### src/rtl/uart_tx_arbiter_if.sv
// Bundle between the frame sources, the arbiter and the shared UART transmitter.
// master: sources + transmitter side (drives requests and tx_busy).
// slave:  the arbiter (drives grant/done/error and the transmitter command).
interface uart_tx_arbiter_if #(
    parameter int NUM_REQ = 4
);
    logic [NUM_REQ-1:0]    req;
    logic [NUM_REQ*15-1:0] req_num_bytes;
    logic [NUM_REQ*8-1:0]  req_data;
    logic [NUM_REQ*2-1:0]  req_delay;
    logic [NUM_REQ-1:0]    grant;
    logic [NUM_REQ-1:0]    done;
    logic                  error;
    logic                  tx_start;
    logic [14:0]           tx_num_bytes;
    logic [1:0]            tx_delay;
    logic [7:0]            tx_data;
    logic                  tx_busy;

    modport master (
        output req, req_num_bytes, req_data, req_delay, tx_busy,
        input  grant, done, error, tx_start, tx_num_bytes, tx_delay, tx_data
    );

    modport slave (
        input  req, req_num_bytes, req_data, req_delay, tx_busy,
        output grant, done, error, tx_start, tx_num_bytes, tx_delay, tx_data
    );
endinterface

### src/rtl/uart_tx_arbiter.sv
// Round-robin arbiter/sequencer sharing one UART transmitter between NUM_REQ
// frame sources. One owner at a time; its length and delay are latched at
// arbitration and its live data byte is muxed onto tx_data.
//
// state     | meaning
// ----------+-----------------------------------------------------------
// IDLE      | nothing owned, waiting for any request
// ARB       | pick next requester from rr_ptr, latch its frame parameters
// START     | issue the single tx_start pulse
// WAIT_BUSY | wait for transmitter busy to rise, bounded by timeout timer
// WAIT_DONE | frame in flight, wait for busy to fall
// GAP       | idle spacing between frames before re-arbitration
module uart_tx_arbiter #(
    parameter int NUM_REQ      = 4,
    parameter int GAP_CYCLES   = 16,
    parameter int BUSY_TIMEOUT = 64
) (
    input  logic              system_clock,
    input  logic              rst,
    input  logic              clock_enable,
    uart_tx_arbiter_if.slave  bus
);

    localparam int IDX_W = (NUM_REQ > 1) ? $clog2(NUM_REQ) : 1;
    localparam int TO_W  = (BUSY_TIMEOUT > 0) ? $clog2(BUSY_TIMEOUT + 1) : 1;
    localparam int GAP_W = (GAP_CYCLES > 0) ? $clog2(GAP_CYCLES + 1) : 1;

    localparam logic [TO_W-1:0]  TO_LOAD  = TO_W'(BUSY_TIMEOUT);
    localparam logic [GAP_W-1:0] GAP_LOAD = GAP_W'(GAP_CYCLES);

    typedef enum logic [2:0] {
        IDLE,
        ARB,
        START,
        WAIT_BUSY,
        WAIT_DONE,
        GAP
    } state_t;

    // A zero gap skips the GAP state entirely.
    localparam state_t AFTER_FRAME = (GAP_CYCLES == 0) ? IDLE : GAP;

    state_t             state;
    logic [IDX_W-1:0]   rr_ptr;
    logic [IDX_W-1:0]   owner;
    logic [NUM_REQ-1:0] grant_q;
    logic [NUM_REQ-1:0] done_q;
    logic               error_q;
    logic               tx_start_q;
    logic [14:0]        num_bytes_q;
    logic [1:0]         delay_q;
    logic [TO_W-1:0]    to_cnt;
    logic [GAP_W-1:0]   gap_cnt;

    logic               pick_valid;
    logic [IDX_W-1:0]   pick_idx;
    logic [IDX_W-1:0]   cand_idx;
    int                 cand;
    logic [14:0]        pick_len;
    logic [1:0]         pick_delay;
    logic [NUM_REQ-1:0] pick_onehot;

    function automatic logic [IDX_W-1:0] next_ptr(input logic [IDX_W-1:0] idx);
        if (idx == IDX_W'(NUM_REQ - 1)) begin
            return '0;
        end
        return idx + 1'b1;
    endfunction

    // Round-robin search: first asserted request at or after rr_ptr, wrapping.
    always_comb begin
        pick_valid = 1'b0;
        pick_idx   = '0;
        cand       = 0;
        cand_idx   = '0;
        for (int i = 0; i < NUM_REQ; i++) begin
            cand = int'(rr_ptr) + i;
            if (cand >= NUM_REQ) begin
                cand = cand - NUM_REQ;
            end
            cand_idx = IDX_W'(cand);
            if (!pick_valid && bus.req[cand_idx]) begin
                pick_valid = 1'b1;
                pick_idx   = cand_idx;
            end
        end
    end

    // Parameters of the candidate, captured only when the FSM is in ARB.
    always_comb begin
        pick_len    = bus.req_num_bytes[int'(pick_idx) * 15 +: 15];
        pick_delay  = bus.req_delay[int'(pick_idx) * 2 +: 2];
        pick_onehot = NUM_REQ'(1) << pick_idx;
    end

    // Sequencer FSM with its timeout and gap down-counters; pulses last one enabled cycle.
    always_ff @(posedge system_clock) begin
        if (rst) begin
            state       <= IDLE;
            rr_ptr      <= '0;
            owner       <= '0;
            grant_q     <= '0;
            done_q      <= '0;
            error_q     <= 1'b0;
            tx_start_q  <= 1'b0;
            num_bytes_q <= '0;
            delay_q     <= '0;
            to_cnt      <= '0;
            gap_cnt     <= '0;
        end else if (clock_enable) begin
            done_q     <= '0;
            error_q    <= 1'b0;
            tx_start_q <= 1'b0;
            case (state)
                IDLE: begin
                    grant_q <= '0;
                    if (|bus.req) begin
                        state <= ARB;
                    end
                end
                ARB: begin
                    if (pick_valid) begin
                        owner       <= pick_idx;
                        num_bytes_q <= pick_len;
                        delay_q     <= pick_delay;
                        grant_q     <= pick_onehot;
                        if (pick_len == 15'd0) begin
                            done_q  <= pick_onehot;
                            rr_ptr  <= next_ptr(pick_idx);
                            gap_cnt <= GAP_LOAD;
                            state   <= AFTER_FRAME;
                        end else begin
                            state <= START;
                        end
                    end else begin
                        // Request vanished between IDLE and ARB.
                        state <= IDLE;
                    end
                end
                START: begin
                    tx_start_q <= 1'b1;
                    to_cnt     <= TO_LOAD;
                    state      <= WAIT_BUSY;
                end
                WAIT_BUSY: begin
                    if (bus.tx_busy) begin
                        state <= WAIT_DONE;
                    end else if (to_cnt <= TO_W'(1)) begin
                        to_cnt  <= '0;
                        error_q <= 1'b1;
                        done_q  <= grant_q;
                        grant_q <= '0;
                        rr_ptr  <= next_ptr(owner);
                        gap_cnt <= GAP_LOAD;
                        state   <= AFTER_FRAME;
                    end else begin
                        to_cnt <= to_cnt - 1'b1;
                    end
                end
                WAIT_DONE: begin
                    if (!bus.tx_busy) begin
                        done_q  <= grant_q;
                        grant_q <= '0;
                        rr_ptr  <= next_ptr(owner);
                        gap_cnt <= GAP_LOAD;
                        state   <= AFTER_FRAME;
                    end
                end
                GAP: begin
                    grant_q <= '0;
                    if (gap_cnt <= GAP_W'(1)) begin
                        gap_cnt <= '0;
                        state   <= IDLE;
                    end else begin
                        gap_cnt <= gap_cnt - 1'b1;
                    end
                end
                default: begin
                    state <= IDLE;
                end
            endcase
        end
    end

    assign bus.grant        = grant_q;
    assign bus.done         = done_q;
    assign bus.error        = error_q;
    assign bus.tx_start     = tx_start_q;
    assign bus.tx_num_bytes = num_bytes_q;
    assign bus.tx_delay     = delay_q;
    assign bus.tx_data      = bus.req_data[int'(owner) * 8 +: 8];

endmodule

### src/flat_wrapper.sv
// flat-port wrapper written by rule: the top's interface ports become plain ports
module uart_tx_arbiter_flat 
#(
    parameter int NUM_REQ      = 4,
    parameter int GAP_CYCLES   = 16,
    parameter int BUSY_TIMEOUT = 64
)
  (system_clock, rst, clock_enable, bus_req, bus_req_num_bytes, bus_req_data, bus_req_delay, bus_tx_busy, bus_grant, bus_done, bus_error, bus_tx_start, bus_tx_num_bytes, bus_tx_delay, bus_tx_data);
  uart_tx_arbiter_if #(.NUM_REQ(NUM_REQ)) bus_i ();
  input  logic system_clock;
  input  logic rst;
  input  logic clock_enable;
  input wire logic [$bits(bus_i.req)-1:0] bus_req;
  input wire logic [$bits(bus_i.req_num_bytes)-1:0] bus_req_num_bytes;
  input wire logic [$bits(bus_i.req_data)-1:0] bus_req_data;
  input wire logic [$bits(bus_i.req_delay)-1:0] bus_req_delay;
  input wire logic [$bits(bus_i.tx_busy)-1:0] bus_tx_busy;
  output wire logic [$bits(bus_i.grant)-1:0] bus_grant;
  output wire logic [$bits(bus_i.done)-1:0] bus_done;
  output wire logic [$bits(bus_i.error)-1:0] bus_error;
  output wire logic [$bits(bus_i.tx_start)-1:0] bus_tx_start;
  output wire logic [$bits(bus_i.tx_num_bytes)-1:0] bus_tx_num_bytes;
  output wire logic [$bits(bus_i.tx_delay)-1:0] bus_tx_delay;
  output wire logic [$bits(bus_i.tx_data)-1:0] bus_tx_data;
  assign bus_i.req = bus_req;
  assign bus_i.req_num_bytes = bus_req_num_bytes;
  assign bus_i.req_data = bus_req_data;
  assign bus_i.req_delay = bus_req_delay;
  assign bus_i.tx_busy = bus_tx_busy;
  assign bus_grant = bus_i.grant;
  assign bus_done = bus_i.done;
  assign bus_error = bus_i.error;
  assign bus_tx_start = bus_i.tx_start;
  assign bus_tx_num_bytes = bus_i.tx_num_bytes;
  assign bus_tx_delay = bus_i.tx_delay;
  assign bus_tx_data = bus_i.tx_data;
  uart_tx_arbiter #(.NUM_REQ(NUM_REQ), .GAP_CYCLES(GAP_CYCLES), .BUSY_TIMEOUT(BUSY_TIMEOUT)) u_core (.system_clock(system_clock), .rst(rst), .clock_enable(clock_enable), .bus(bus_i));
endmodule
### config.mk
export PLATFORM = sky130hd
export DESIGN_NAME = uart_tx_arbiter_flat
export DESIGN_NICKNAME = d
export VERILOG_FILES = /design/src/rtl/uart_tx_arbiter_if.sv /design/src/rtl/uart_tx_arbiter.sv /design/src/flat_wrapper.sv
export SDC_FILE = /design/constraint.sdc
export NUM_CORES = 1
export LEC_CHECK = 0
export CAP_MARGIN = 15
export CORE_UTILIZATION = 38
export CTS_CLUSTER_DIAMETER = 60
export CTS_CLUSTER_SIZE = 14
export DETAILED_ROUTE_END_ITERATION = 12
export HOLD_SLACK_MARGIN = 0.12
export PLACE_DENSITY = 0.88
export SLEW_MARGIN = 30
export SYNTH_ARGS = -nofsm -noshare
export SYNTH_HDL_FRONTEND = slang
export SYNTH_SLANG_ARGS = --single-unit
export TNS_END_PERCENT = 20
### constraint.sdc
create_clock -name system_clock -period 2.75 [get_ports system_clock]
set_input_delay 0.55 -clock system_clock [delete_from_list [all_inputs] [get_ports system_clock]]
set_output_delay 0.55 -clock system_clock [all_outputs]
set_load 0.005 [all_outputs]
After elaboration in Yosys (flattened, before gate mapping)

Cells that the tools add are included.

Bits in latches: 0
Memory bits (writable): 0
Register bits: 46
Output and inout port bits: 35
Memories: 0
Logic and storage cells: 152
ROM bits: 0

Magnitude comparators: 10
Multipliers: 1
Reduce and logical (&&, ||, !) cells: 20
Add/subtract/negate cells: 11
Mux-type cells: 80
Shifts and indexed selects: 4
Divide/modulo/power cells: 0
Equal/unequal tests: 15
Bitwise gates (word level): 0

Operator list:

| operator                                                                          | count |
|---|---|
| 60-bit by 32-bit indexed part select with 15-bit output                           | 1 |
| 2-bit 2-to-1 mux                                                                  | 18 |
| 4-bit 2-to-1 mux                                                                  | 9 |
| 32-bit by 6-bit indexed part select with 8-bit output                             | 1 |
| 5-bit 2-to-1 mux                                                                  | 6 |
| 1-bit 2-to-1 mux                                                                  | 28 |
| 3-bit 2-to-1 mux                                                                  | 7 |
| 5-bit one-hot mux with 4 select lines                                             | 1 |
| 3-bit one-hot mux with 6 select lines                                             | 1 |
| 4-bit one-hot mux with 4 select lines                                             | 1 |
| 15-bit zero test                                                                  | 1 |
| 7-bit 2-to-1 mux                                                                  | 2 |
| 7-bit one-hot mux with 2 select lines                                             | 1 |
| 7-bit AND reduction                                                               | 2 |
| 2-bit by 3-bit less-than comparator with 1-bit output (second input constant)     | 4 |
| 4-bit one-hot mux with 3 select lines                                             | 1 |
| 2-bit by 1-bit != test with 1-bit output (second input constant)                  | 5 |
| 3-bit greater-or-equal comparator (second input constant)                         | 3 |
| 1-bit binary-select mux with 2-bit select                                         | 4 |
| 4-bit nonzero test                                                                | 2 |
| 8-bit by 4-bit indexed part select with 2-bit output                              | 1 |
| 2-bit by 1-bit subtractor with 2-bit output (second input constant)               | 4 |
| 7-bit by 1-bit less-or-equal comparator with 1-bit output (second input constant) | 1 |
| 7-bit by 1-bit subtractor with 7-bit output (second input constant)               | 1 |
| 25 further kinds                                                                  | 36 |

Longest topological paths before layout

Gate-level depths: netlist (run 1).

Depth in word-level cells: 26
Mapped depth: 11
Gate-level depth less buffers: 10

Worst setup path before layout (run 1)

OpenSTA, ideal clock, no wires.

Path kind: input to register
From: input port bus_req[1]
To: register u_core.done_q[0], in the netlist u_core.bus.done[0]
Data required time: 2680 ps
Setup slack: 101 ps
Stages: 11
Path buffers: 3
Arrival: 2578 ps
Path through: or3b_1 -> o221ai_1 -> buf_6 -> buf_8 -> mux2i_1 -> mux2i_1 -> nor4_1 -> nand4_1 -> buf_2 -> or3_1 -> a21oi_1

Word-level cells in the longest chain between the ends: 18
Elaborated cells on any way between the ends: 29

Ends and longest elaborated chain:

| item                                                    | line                   | text |
|---|---|---|
| start, declared                                         | flat_wrapper.sv:13     | `input wire logic [$bits(bus_i.req)-1:0] bus_req;` |
| 1-bit binary-select mux with 2-bit select               | uart_tx_arbiter.sv:82  | `if (!pick_valid && bus.req[cand_idx]) begin` |
| 1-bit 2-to-1 mux (implied by the code)                  | uart_tx_arbiter.sv:82  |  |
| 1-bit 2-to-1 mux                                        | uart_tx_arbiter.sv:82  |  |
| 1-bit zero test                                         | uart_tx_arbiter.sv:82  |  |
| 1-bit logical AND                                       | uart_tx_arbiter.sv:82  |  |
| 1-bit 2-to-1 mux                                        | uart_tx_arbiter.sv:82  |  |
| 1-bit zero test                                         | uart_tx_arbiter.sv:82  |  |
| 1-bit logical AND                                       | uart_tx_arbiter.sv:82  |  |
| [... 2 more ...]                                        | -                      |  |
| 1-bit logical AND                                       | uart_tx_arbiter.sv:82  |  |
| 2-bit 2-to-1 mux                                        | uart_tx_arbiter.sv:82  |  |
| 2-bit by 4-bit multiplier with 6-bit output             | uart_tx_arbiter.sv:91  | `pick_len = bus.req_num_bytes[int'(pick_idx) * 15 +: 15];` |
| 60-bit by 32-bit indexed part select with 15-bit output | uart_tx_arbiter.sv:91  |  |
| 15-bit zero test                                        | uart_tx_arbiter.sv:127 | `if (pick_len == 15'd0) begin` |
| 4-bit 2-to-1 mux                                        | uart_tx_arbiter.sv:127 |  |
| 4-bit 2-to-1 mux *                                      | uart_tx_arbiter.sv:122 | `if (pick_valid) begin` |
| 4-bit one-hot mux with 3 select lines *                 | uart_tx_arbiter.sv:114 | `case (state)` |
| end signal, assigned                                    | uart_tx_arbiter.sv:128 | `done_q <= pick_onehot;` |
| end signal, assigned                                    | uart_tx_arbiter.sv:151 | `done_q <= grant_q;` |
| end signal, assigned                                    | uart_tx_arbiter.sv:162 | `done_q <= grant_q;` |
| end, declared                                           | uart_tx_arbiter.sv:47  | `logic [NUM_REQ-1:0] done_q;` |

Every way passes the cells marked *; elsewhere a longest branch is shown, timed or not. The select of a mux whose other input is x is not followed.
A chain may end at the register's enable or synchronous reset.

Final worst setup path (run 1)

From: register u_core.rr_ptr[1]
To: register u_core.done_q[0], in the netlist u_core.bus.done[0]

Word-level cells in the longest chain between the ends: 20
Elaborated cells on any way between the ends: 44

Ends and longest elaborated chain:

| item                                                                            | line                   | text |
|---|---|---|
| start, declared                                                                 | uart_tx_arbiter.sv:44  | `logic [IDX_W-1:0] rr_ptr;` |
| start signal, assigned                                                          | uart_tx_arbiter.sv:129 | `rr_ptr <= next_ptr(pick_idx);` |
| start signal, assigned                                                          | uart_tx_arbiter.sv:153 | `rr_ptr <= next_ptr(owner);` |
| start signal, assigned                                                          | uart_tx_arbiter.sv:164 | `rr_ptr <= next_ptr(owner);` |
| branches (longest 18 deep; another with 2-bit by 1-bit adder with 3-bit output) | -                      |  |
| 4-bit 2-to-1 mux *                                                              | uart_tx_arbiter.sv:122 |  |
| 4-bit one-hot mux with 3 select lines *                                         | uart_tx_arbiter.sv:114 |  |

Every way passes the cells marked *. The select of a mux whose other input is x is not followed.

==> results of run 1 <==
[power by group through the flow]
stage,Clock (mW),Sequential (mW),Combinational [mW]
final,0.602,0.710,0.663
after global routing,0.627,0.713,0.696
after CTS,0.605,0.710,0.621
after detailed placement,0,0.725,0.564
after global placement,0,0.723,0.550
after floorplan,0,0.715,0.237
[cell type report]
class	instances	share of cell area [%]
clock buffers	5	1.26
repair buffers	207	36.6
clock inverters	3	1.26
flip-flops and latches	46	16.9
multi-input cells	311	40.9
well taps	102	2.34
inverters	11	0.756
[cell families (layout without fill, tap and decap cells)]
group	after synthesis	after routing	synth area share, %
adder cells (fa/ha/maj)	9	9	3.57
AO/OA/AOI/OAI	81	81	15.6
buffers and inverters	34	226	5.12
AND/OR/NAND/NOR	161	161	24.4
multiplexers	56	56	21.0
XOR/XNOR	4	4	1.11
flip-flops	46	46	29.2
[flip-flops by register name (all words and copies together), names as in the netlist]
signal                   cells
u_core.bus.tx_start          1
u_core.to_cnt                7
u_core.rr_ptr                2
u_core.bus.grant             4
u_core.bus.tx_num_bytes     15
u_core.gap_cnt               5
u_core.bus.error             1
u_core.owner                 2
u_core.state                 3
u_core.bus.done              4
u_core.bus.tx_delay          2
[timing repair]
action,in CTS,in global routing
resized for setup,31,27
hold buffers,0,0
endpoints found under the setup margin,14,13
endpoints found under the hold margin,0,0
cloned,2,0
buffers inserted,10,4
pin swaps,9,15
[path summary, 6_finish.rpt]
kind / startpoint / end
worst min register to register: u_core.bus.tx_num_bytes[11] / u_core.bus.tx_num_bytes[11]
worst max-delay path: u_core.rr_ptr[1] / u_core.bus.done[0]
worst max register to register: u_core.rr_ptr[1] / u_core.bus.done[0]
worst min-delay path: u_core.bus.tx_num_bytes[11] / u_core.bus.tx_num_bytes[11]
[worst min-delay path: cells and delay by family (launching register included)]
family / cells / cell delay, ns
flip-flops: 1 / 0.32
AO/OA/AOI/OAI: 1 / 0.05
AND/OR/NAND/NOR: 1 / 0.05
[routing by layer]
| layer | up-vias | part of all wire [%] | GRT usage (%) |
|---|---|---|---|
| li1 | 1793 | - | - |
| met1 | 1856 | 37 | 31.0 |
| met2 | 233 | 50 | 48.8 |
| met3 | 56 | 8.2 | 5.12 |
| met4 | 0 | 5.0 | 12.2 |
| met5 | - | 0 | 0 |
[cells in the final DEF, fill, tap and decap left out, types with 3 or more instances in the layout]
cell	netlist	layout
clkdlybuf4s50_1	0	138
nand2_1	71	71
buf_4	3	55
dfxtp_1	46	45
mux2i_1	48	44
a21oi_1	43	38
nor2_1	24	24
o21ai_0	12	12
inv_1	11	11
nand3_1	10	10
ha_1	9	9
mux4_2	8	8
nand2b_1	7	7
and3_1	7	7
nor4_1	10	6
nor2b_1	5	5
a21oi_2	0	5
clkbuf_8	0	5
buf_6	1	5
buf_12	0	5
nor3_1	4	4
or3_4	0	4
o31ai_1	3	3
or3_1	7	3
mux2i_2	0	3
or4_1	4	3
xor2_1	3	3
[stage by stage]
stage               setup slack (ns)  cells
CTS                           -0.120    683
global placement              -0.656    663
floorplan                      0.101    391
finish                        -0.190    685
detailed placement            -0.767    663
global route                  -0.266    685
==> impl_results.md, run 1 <==
- First-pass GRT wire length: approximately 18000 µm
- Fin. Hold Viols: 0
- Setup WS post-layout: -0.190 ns
- Slew @ Worst Pin: 0.677 ns
- Crit Path Category: reg -> reg
- Clock Skew: 0.00777 ns
- Top cells by count, synth: nand2_1 (71), mux2i_1 (48), dfxtp_1 (46)
- Vias/cell: 5.75
- PortBufs: 142
- P_leak: 2.20 nW
- Largest net degree at the start of global routing: 20
- Critical Path RT: 2.99 ns
- Initial Util: 39.9%
- Register Area: 925 µm²
- MaxCap Viol Count: 0
- # fillers: 538
- Num CTS Buffers: 5
- Final worst-path cycle share: 107%
- Critical Path Sink Type: flip-flop
- Hold path depth: 2
- WP data arrival: 3.18 ns
- Final nets: approximately 700
- YS warnings: 0
- Synth top area share: 29.2%
- WP buf/inv: 4
- Vias after detailed routing: 3938
- Mean Syn Cell Area: about 8.1 µm²
- Register share of total power: 35.9%
- Area of the mapped netlist: 0.00315 mm²
- Area occupied by multi-input gates: roughly 0.0022 mm²
- Mapped Cells: 391
- Total GRT Usage: approximately 27%
- Max FO, Critical Path: 7
- Status: complete, but fails checks
- Routed len/inst: 18.8 µm
- Clock latency on the worst-skew pair: 0.30 ns
- Post-layout util: 69.3%
- Die area: 0.00866 mm²
- CP max stage delay: 0.43 ns
- VDD IR max: 0.310 mV
- Most common cell in the netlist: nand2_1
- Post-synth EDFFs: 0
- CTS sink count: 46
- Net Sw Power: 0.542 mW
- CP Launch Type: flip-flop
- Num rows: 32
- Netlist cell types: 49
- Clock buffer depth: 2
- Share of flip-flops with an asynchronous set or reset: 0%
- Fmax: approximately 340 MHz
- CTS H-tree depth: 2
- Pint: about 1.4 mW
- Vias in the first global route: 3837
- Core footprint: 0.00789 mm²
- N_diodes: 0
- DRT iter0 DRCs: ~280
- Final instance area: roughly 0.0055 mm²
- Fin Setup TNS: -1.46 ns
- Power per Cell Area: 362 mW/mm²
- Register area share after synthesis: 29.2%
- Logic gate share of total power: 33.6%
- Clk pin slew, worst setup/hold paths: 0.09 ns
- Switching share of power: 27.4%
- Final WL: 12900 µm
- Final setup fails: 11
- Relative slew slack: 54.3%
- # IOs: 143
- Yosys top cell by area: dfxtp_1
- Die extent in x: ~93 µm
- Root Driver: clkbuf_8
- Placed Instance Area: between 0.004 and 0.005 mm²
- Mapped Nets: 508
- Total grt overflow: 0
- Final ANT Viol Nets: 0
- CP Cell Sequence: or3b_4 > o221ai_4 > buf_12 > buf_4 > mux2i_1 > mux2i_1 > nor4_2 > nand4_1 > buf_6 > buf_4 > or3_4 > a21oi_2
- Die Ht: 93.1 µm
- Layout cells sized above 1: between 10% and 20%
- Post-synth top flop: dfxtp_1
- DRC errors left: 0
- Flop2flop setup slack: -0.19 ns
- Worst path depth: 12
- Final min period: about 3 ns
- Synthesis-to-layout area growth: 73.4%
- Slowest-stage cell, CP: or3b_4
- Drt first pass iters: 5
- Gpl congestion: 0.866
- Design Power: 1.98 mW
- Initial antenna violation count: 0
- TritonCTS clock tree: done
- Largest cells by area after synthesis: dfxtp_1 (29%), mux2i_1 (15%), nand2_1 (8.5%)
- Cell family with most CP delay: simple AND/OR/NAND/NOR gates
- RSZ-0062 raised after global routing: true
- Hpwl dp: around 9000 µm
- Failing checks: negative setup slack
- R2R cell count: 12
- Worst hold path class: reg -> reg
- WHS: approximately 0.47 ns
- Clk pwr share: a little under a third
- Max Slew Vio Count: 0
- Yosys reg bits: 46
Note: power is estimated with default switching activity, not from simulation.
==> run 2, diff against run 1 <==
CORE_MARGIN = 2   (was unset)
RECOVER_POWER = 25   (was unset)
==> run 2 against run 1 <==
Against the previous run: the flow still finishes with violations (negative setup slack); highest routed layer unchanged; sequential share of layout area grew 0.25 points; first-iteration DRC count rose by 35%; final cell count unchanged.
==> impl_results.md, run 2 (same netlist as run 1, synthesis figures left out) <==
- Hpwl dp: 8960 µm (-0.18%)
- PortBufs: 142 (unchanged)
- Layout cells sized above 1: 18.8% (-0.93 points)
- Slew @ Worst Pin: 0.802 ns (+0.125 ns)
- Initial antenna violation count: 0 (unchanged)
- Failing checks: negative setup slack
- Total GRT Usage: 25.6% (-1.6 points)
- Max reg flops: 15 (unchanged)
- Num CTS Buffers: 5 (unchanged)
- Gpl congestion: 0.860 (-0.67%)
- Vias in the first global route: 3776 (-1.6%)
- Final min period: 2.88 ns (-0.0596 ns)
- Initial Util: 38.7% (-1.2 points)
- Critical Path RT: 3.00 ns (about the same)
- Final nets: 696 (-0.43%)
- Design Power: 1.88 mW (-4.9%)
- Worst hold path class: reg -> reg
- WP data arrival: 3.13 ns (-0.05 ns)
- Power per Cell Area: 349 mW/mm² (-3.6%)
- Most frequent cells in the layout: clkdlybuf4s50_1 (122), nand2_1 (71), buf_4 (52)
- Final WL: 12400 µm (-3.7%)
- CTS H-tree depth: 2 (unchanged)
- Final ANT Viol Nets: 0 (unchanged)
- Clock buffer depth: 2 (unchanged)
- Fin. Hold Viols: 0 (unchanged)
- TritonCTS clock tree: done
- Status: complete, but fails checks
- P_leak: 2.22 nW (+0.84%)
- Final setup fails: 11 (unchanged)
- Routed len/inst: 18.1 µm (-3.7%)
- Root Driver: clkbuf_8
- # IOs: 143 (unchanged)
- Vias/cell: 5.62 (-2.3%)
- Clock latency on the worst-skew pair: 0.31 ns (about the same)
- Clk pin slew, worst setup/hold paths: 0.10 ns (about the same)
- N_diodes: 0 (unchanged)
- VDD IR max: 0.259 mV (-16%)
- Vias after detailed routing: 3849 (-2.3%)
- Core footprint: 0.00813 mm² (+3.1%)
- Die Ht: 95.1 µm (+2.1%)
- RSZ-0062 raised after global routing: true
- Relative slew slack: 46.0% (-8.2 points)
- Max Slew Vio Count: 0 (unchanged)
- Setup WS post-layout: -0.130 ns (+0.0596 ns)
- Post-Place Cells: 662 (-0.15%)
- Fin cells: 685 (unchanged)
- CP Launch Type: flip-flop
- DRC errors left: 0 (unchanged)
- Max FO, Critical Path: 8 (+1)
- Drt first pass iters: 5 (unchanged)
- Crit Path Category: reg -> reg
- CTS sink count: 46 (unchanged)
- Final worst-path cycle share: 105% (-2.2 points)
- MaxCap Viol Count: 0 (unchanged)
- Fin Setup TNS: -1.10 ns (+0.362 ns)
- Synthesis-to-layout area growth: 71.1%
- Critical Path Sink Type: flip-flop
- Die area: 0.00904 mm² (+4.3%)
- Total grt overflow: 0 (unchanged)
- Largest net degree at the start of global routing: 23 (+15%)
- Most common cell after layout, fill and taps aside: clkdlybuf4s50_1
- Num rows: 33 (+3.1%)
- DRT iter0 DRCs: 371 (+35%)
- Fmax: 347 MHz (+2.1%)
- Clock Skew: 0.0143 ns (+0.00650 ns)
- Setup slack at placement: -0.928 ns (-0.160 ns)
- Die extent in x: 95.1 µm (+2.1%)
- CTS Hold Bufs: 0 (unchanged)
- First-pass GRT wire length: 18000 µm (-2.4%)
## run 2: cell count changes in the layout (fill, tap and decap cells not counted), sizes merged
cell	change
clkdlybuf4s50	-16
buf	-3
clkinv	+1
bufinv	-1
dlygate4sd3	+16
## run 2: path summary, 6_finish.rpt
check                               from                           to  slack [ns]  cells after the start
min reg2reg  u_core.bus.tx_num_bytes[10]  u_core.bus.tx_num_bytes[10]        0.46                      2
max                     u_core.rr_ptr[1]              u_core.state[0]       -0.13                     11
max reg2reg             u_core.rr_ptr[1]              u_core.state[0]       -0.13                     11
min          u_core.bus.tx_num_bytes[10]  u_core.bus.tx_num_bytes[10]        0.46                      2
## run 2: layout make-up
cell class | count | area [µm²]
well taps | 105 | 131
repair buffers | 204 | 1970
inverters | 11 | 41.3
clock buffers | 5 | 68.8
flip-flops and latches | 46 | 926
multi-input cells | 311 | 2210
fillers | 575 | 2740
clock inverters | 3 | 40.0
## run 2: repair_timing
action,in CTS,in global routing
pin swaps,12,7
endpoints found under the setup margin,14,17
gates resized for setup,29,20
gates cloned,1,0
buffers inserted,11,3
## run 2: metrics by stage
step / util, % / hold slack (ns) / area [µm²]
2_1_floorplan: - / 0.453 / 3150
3_3_place_gp: 61.5 / 0.444 / 5000
3_5_place_dp: 61.5 / 0.451 / 5000
4_1_cts: 64.8 / 0.463 / 5270
5_1_grt: 66.3 / 0.474 / 5390
6_report: 66.3 / 0.458 / 5390
## run 2: worst max-delay path, cell delays in order (launching register included)
cell and delay [ns]:
dfxtp_4 0.39, or3b_4 0.39, o221ai_4 0.09, buf_6 0.19, buf_4 0.14, mux2i_2 0.23, mux2i_2 0.14, nor4_2 0.33
nand4_1 0.20, buf_6 0.18, or4_4 0.41, a21oi_2 0.12
## run 2: routing by layer
metal  global-route usage [%]  vias to the layer above  part of all wire, %
met2                     46.1                      210                   50
met3                     4.51                       54                  7.2
met4                     11.0                        0                  4.0
met5                        0                        -                    0
met1                     29.6                     1795                   39
li1                         -                     1790                    -
## run 2: where the power goes
part	internal, mW	total, mW	switching, mW
logic	0.387	0.661	0.274
clock network	0.268	0.508	0.240
registers	0.685	0.710	0.0244
==> run 3, diff against run 2 <==
clock period = 2.4 ns   (was 2.75 ns; I/O delays follow)
==> run 3 against run 2 <==
Against the previous run: the flow still finishes with violations (negative setup slack); non-clock buffer count increased by 9; critical path depth unchanged; global-route usage decreased by 0.51 points; clock skew decreased by 0.010 ns; power increased by 20%; highest routed layer unchanged; sequential power increased by 14%; critical path type unchanged; final cell count increased by 1.3%; clock-buffer cell count increased by 1; register-to-register slack got worse by 0.28 ns; first-iteration DRC count decreased by 12%; routed wire length decreased by 4.7%.
==> impl_results.md, run 3 (same netlist as run 1, synthesis figures left out) <==
- Worst r2r dst: u_core.state[0]
- TritonCTS clock tree: done
- Final min period: 2.81 ns (-0.0687 ns)
- Vias after detailed routing: 3886 (+0.96%)
- Setup WS post-layout: -0.412 ns (-0.281 ns)
- CP Cell Sequence: or3b_4 > o221ai_4 > buf_12 > buf_6 > mux2i_1 > mux2i_1 > nor4_1 > nand4_1 > buf_6 > or4_4 > a21oi_2
- Core footprint: 0.00813 mm² (unchanged)
- Num CTS Buffers: 5 (unchanged)
- Placed Instance Area: 0.00511 mm² (+2.2%)
- Clock buffer depth: 2 (unchanged)
- N_diodes: 0 (unchanged)
- M1 GR Usage: 28.7% (-0.83 points)
- CTS sink count: 46 (unchanged)
- Routed len/inst: 17.0 µm (-5.9%)
- Die Ht: 95.1 µm (unchanged)
- Num rows: 33 (unchanged)
- First-pass GRT wire length: 17800 µm (-1.0%)
- Largest net degree at the start of global routing: 24 (+4.3%)
- CP Launch Type: flip-flop
- Worst hold path class: reg -> reg
- HP Start: u_core.bus.tx_num_bytes[6]
- Final ANT Viol Nets: 0 (unchanged)
- Root Driver: clkbuf_8
- Met2 Usage GRT: 45.2% (-0.95 points)
- Met3 Track Usage GR: 4.19% (-0.32 points)
- Status: complete, but fails checks
- Drt first pass iters: 7 (+2)
- Crit Path Category: reg -> reg
- Layout cells sized above 1: 19.2% (+0.39 points)
- CTS H-tree depth: 2 (unchanged)
- Worst Hold End: u_core.bus.tx_num_bytes[6]
- Total grt overflow: 0 (unchanged)
- Die extent in x: 95.1 µm (unchanged)
- Most frequent cells in the layout: clkdlybuf4s50_1 (124), nand2_1 (71), buf_4 (61)
- Most common cell after layout, fill and taps aside: clkdlybuf4s50_1
- WHS: 0.459 ns (+0.00144 ns)
- Fin. Hold Viols: 0 (unchanged)
- Final WL: 11800 µm (-4.7%)
- Synthesis-to-layout area growth: 72.2%
- Clock latency on the worst-skew pair: 0.30 ns (about the same)
- Clock Skew: 0.00413 ns (-0.0101 ns)
- Power per Cell Area: 414 mW/mm² (+19%)
- WP data arrival: 3.05 ns (-0.08 ns)
- Hpwl dp: 8980 µm (+0.20%)
- Final nets: 705 (+1.3%)
- Final instance area: 0.00543 mm² (+0.67%)
- Initial Util: 38.7% (unchanged)
- # IOs: 143 (unchanged)
- MaxCap Viol Count: 0 (unchanged)
- Hold path depth: 2 (unchanged)
- RSZ-0062 raised after global routing: true
- Vias/cell: 5.60 (-0.35%)
- Failing checks: negative setup slack
- DRT iter0 DRCs: 328 (-12%)
- Slowest-stage cell, CP: or4_4
- Final setup fails: 14 (+3)
- Setup slack at placement: -0.956 ns (-0.0282 ns)
- Fin Setup TNS: -4.57 ns (-3.47 ns)
- Critical Path Sink Type: flip-flop
- CTS Hold Bufs: 0 (unchanged)
- VDD IR max: 0.238 mV (-8.4%)
- Max reg flops: 15 (unchanged)
- Crit Reg-Reg Startpoint: u_core.rr_ptr[1]
- Max Slew Vio Count: 0 (unchanged)
- Die area: 0.00904 mm² (unchanged)
- Max FO, Critical Path: 8 (unchanged)
- Initial antenna violation count: 0 (unchanged)
- PortBufs: 142 (unchanged)
- GR peak layer: met2
- CP max stage delay: 0.41 ns (about the same)
- P_leak: 2.26 nW (+2.0%)
- R2R cell count: 11 (unchanged)
- Flop2flop setup slack: -0.41 ns (-0.28 ns)
- Relative slew slack: 58.9% (+13 points)
- Fmax: 356 MHz (+2.4%)
- Gpl congestion: 0.903 (+5.0%)
- Final worst-path cycle share: 117% (+12 points)
- DRC errors left: 0 (unchanged)
- Design Power: 2.25 mW (+20%)
- Vias in the first global route: 3824 (+1.3%)
- Clk pin slew, worst setup/hold paths: 0.09 ns (about the same)
- Total GRT Usage: 25.0% (-0.51 points)
- Critical Path RT: 2.64 ns (-0.36 ns)
- Slew @ Worst Pin: 0.617 ns (-0.185 ns)
run 3: layout make-up:
class                   count  area, µm²
fillers                   581       2710
multi-input cells         311       2170
repair buffers            213       2020
flip-flops and latches     46        926
well taps                 105        131
clock buffers               6       82.6
clock inverters             2       60.1
inverters                  11       41.3
run 3: where the power goes:
| group | leakage [nW] | switching [mW] | internal [mW] | total, mW |
|---|---|---|---|---|
| sequential | 0.374 | 0.0250 | 0.785 | 0.810 |
| combinational | 1.82 | 0.295 | 0.427 | 0.722 |
| clock | 0.0714 | 0.271 | 0.444 | 0.715 |
run 3: stage by stage:
stage          instances  utilization (%)
2_1_floorplan        391                -
3_3_place_gp         678             62.8
3_5_place_dp         678             62.8
4_1_cts              693             65.8
5_1_grt              694             66.7
6_report             694             66.7
run 3: critical path: cells and delay by family (launching register included):
| family | cells | cell delay [ns] |
|---|---|---|
| buffers and inverters | 3 | 0.44 |
| and+or+nand+nor | 4 | 1.32 |
| muxes | 2 | 0.36 |
| DFF | 1 | 0.37 |
| AOI/OAI and AO/OA | 2 | 0.25 |
run 3: how the worst max path moves through the flow:
stage / start / endpoint / slack (ns)
2_1_floorplan: bus_req[1] / u_core.bus.done[0] / -0.17
3_3_place_gp: bus_req[2] / u_core.state[0] / -0.91
3_5_place_dp: bus_req[2] / u_core.bus.done[0] / -0.96
4_1_cts: u_core.rr_ptr[1] / u_core.state[0] / -0.26
5_1_grt: u_core.rr_ptr[1] / u_core.state[0] / -0.49
6_report: u_core.rr_ptr[1] / u_core.state[0] / -0.41
run 3: timing repair:
action | in CTS | in global routing
buffers inserted | 6 | 1
pin swaps | 7 | 3
setup endpoints to repair | 21 | 22
cloned | 1 | 0
gates resized for setup | 25 | 14
run 3: per-layer routing:
metal / wire (µm) / part of all wire (%) / up-vias
met5: 0 / 0 / -
met2: 5920 / 50 / 195
li1: - / - / 1817
met4: 429 / 3.6 / 0
met1: 4560 / 39 / 1835
met3: 894 / 7.6 / 39
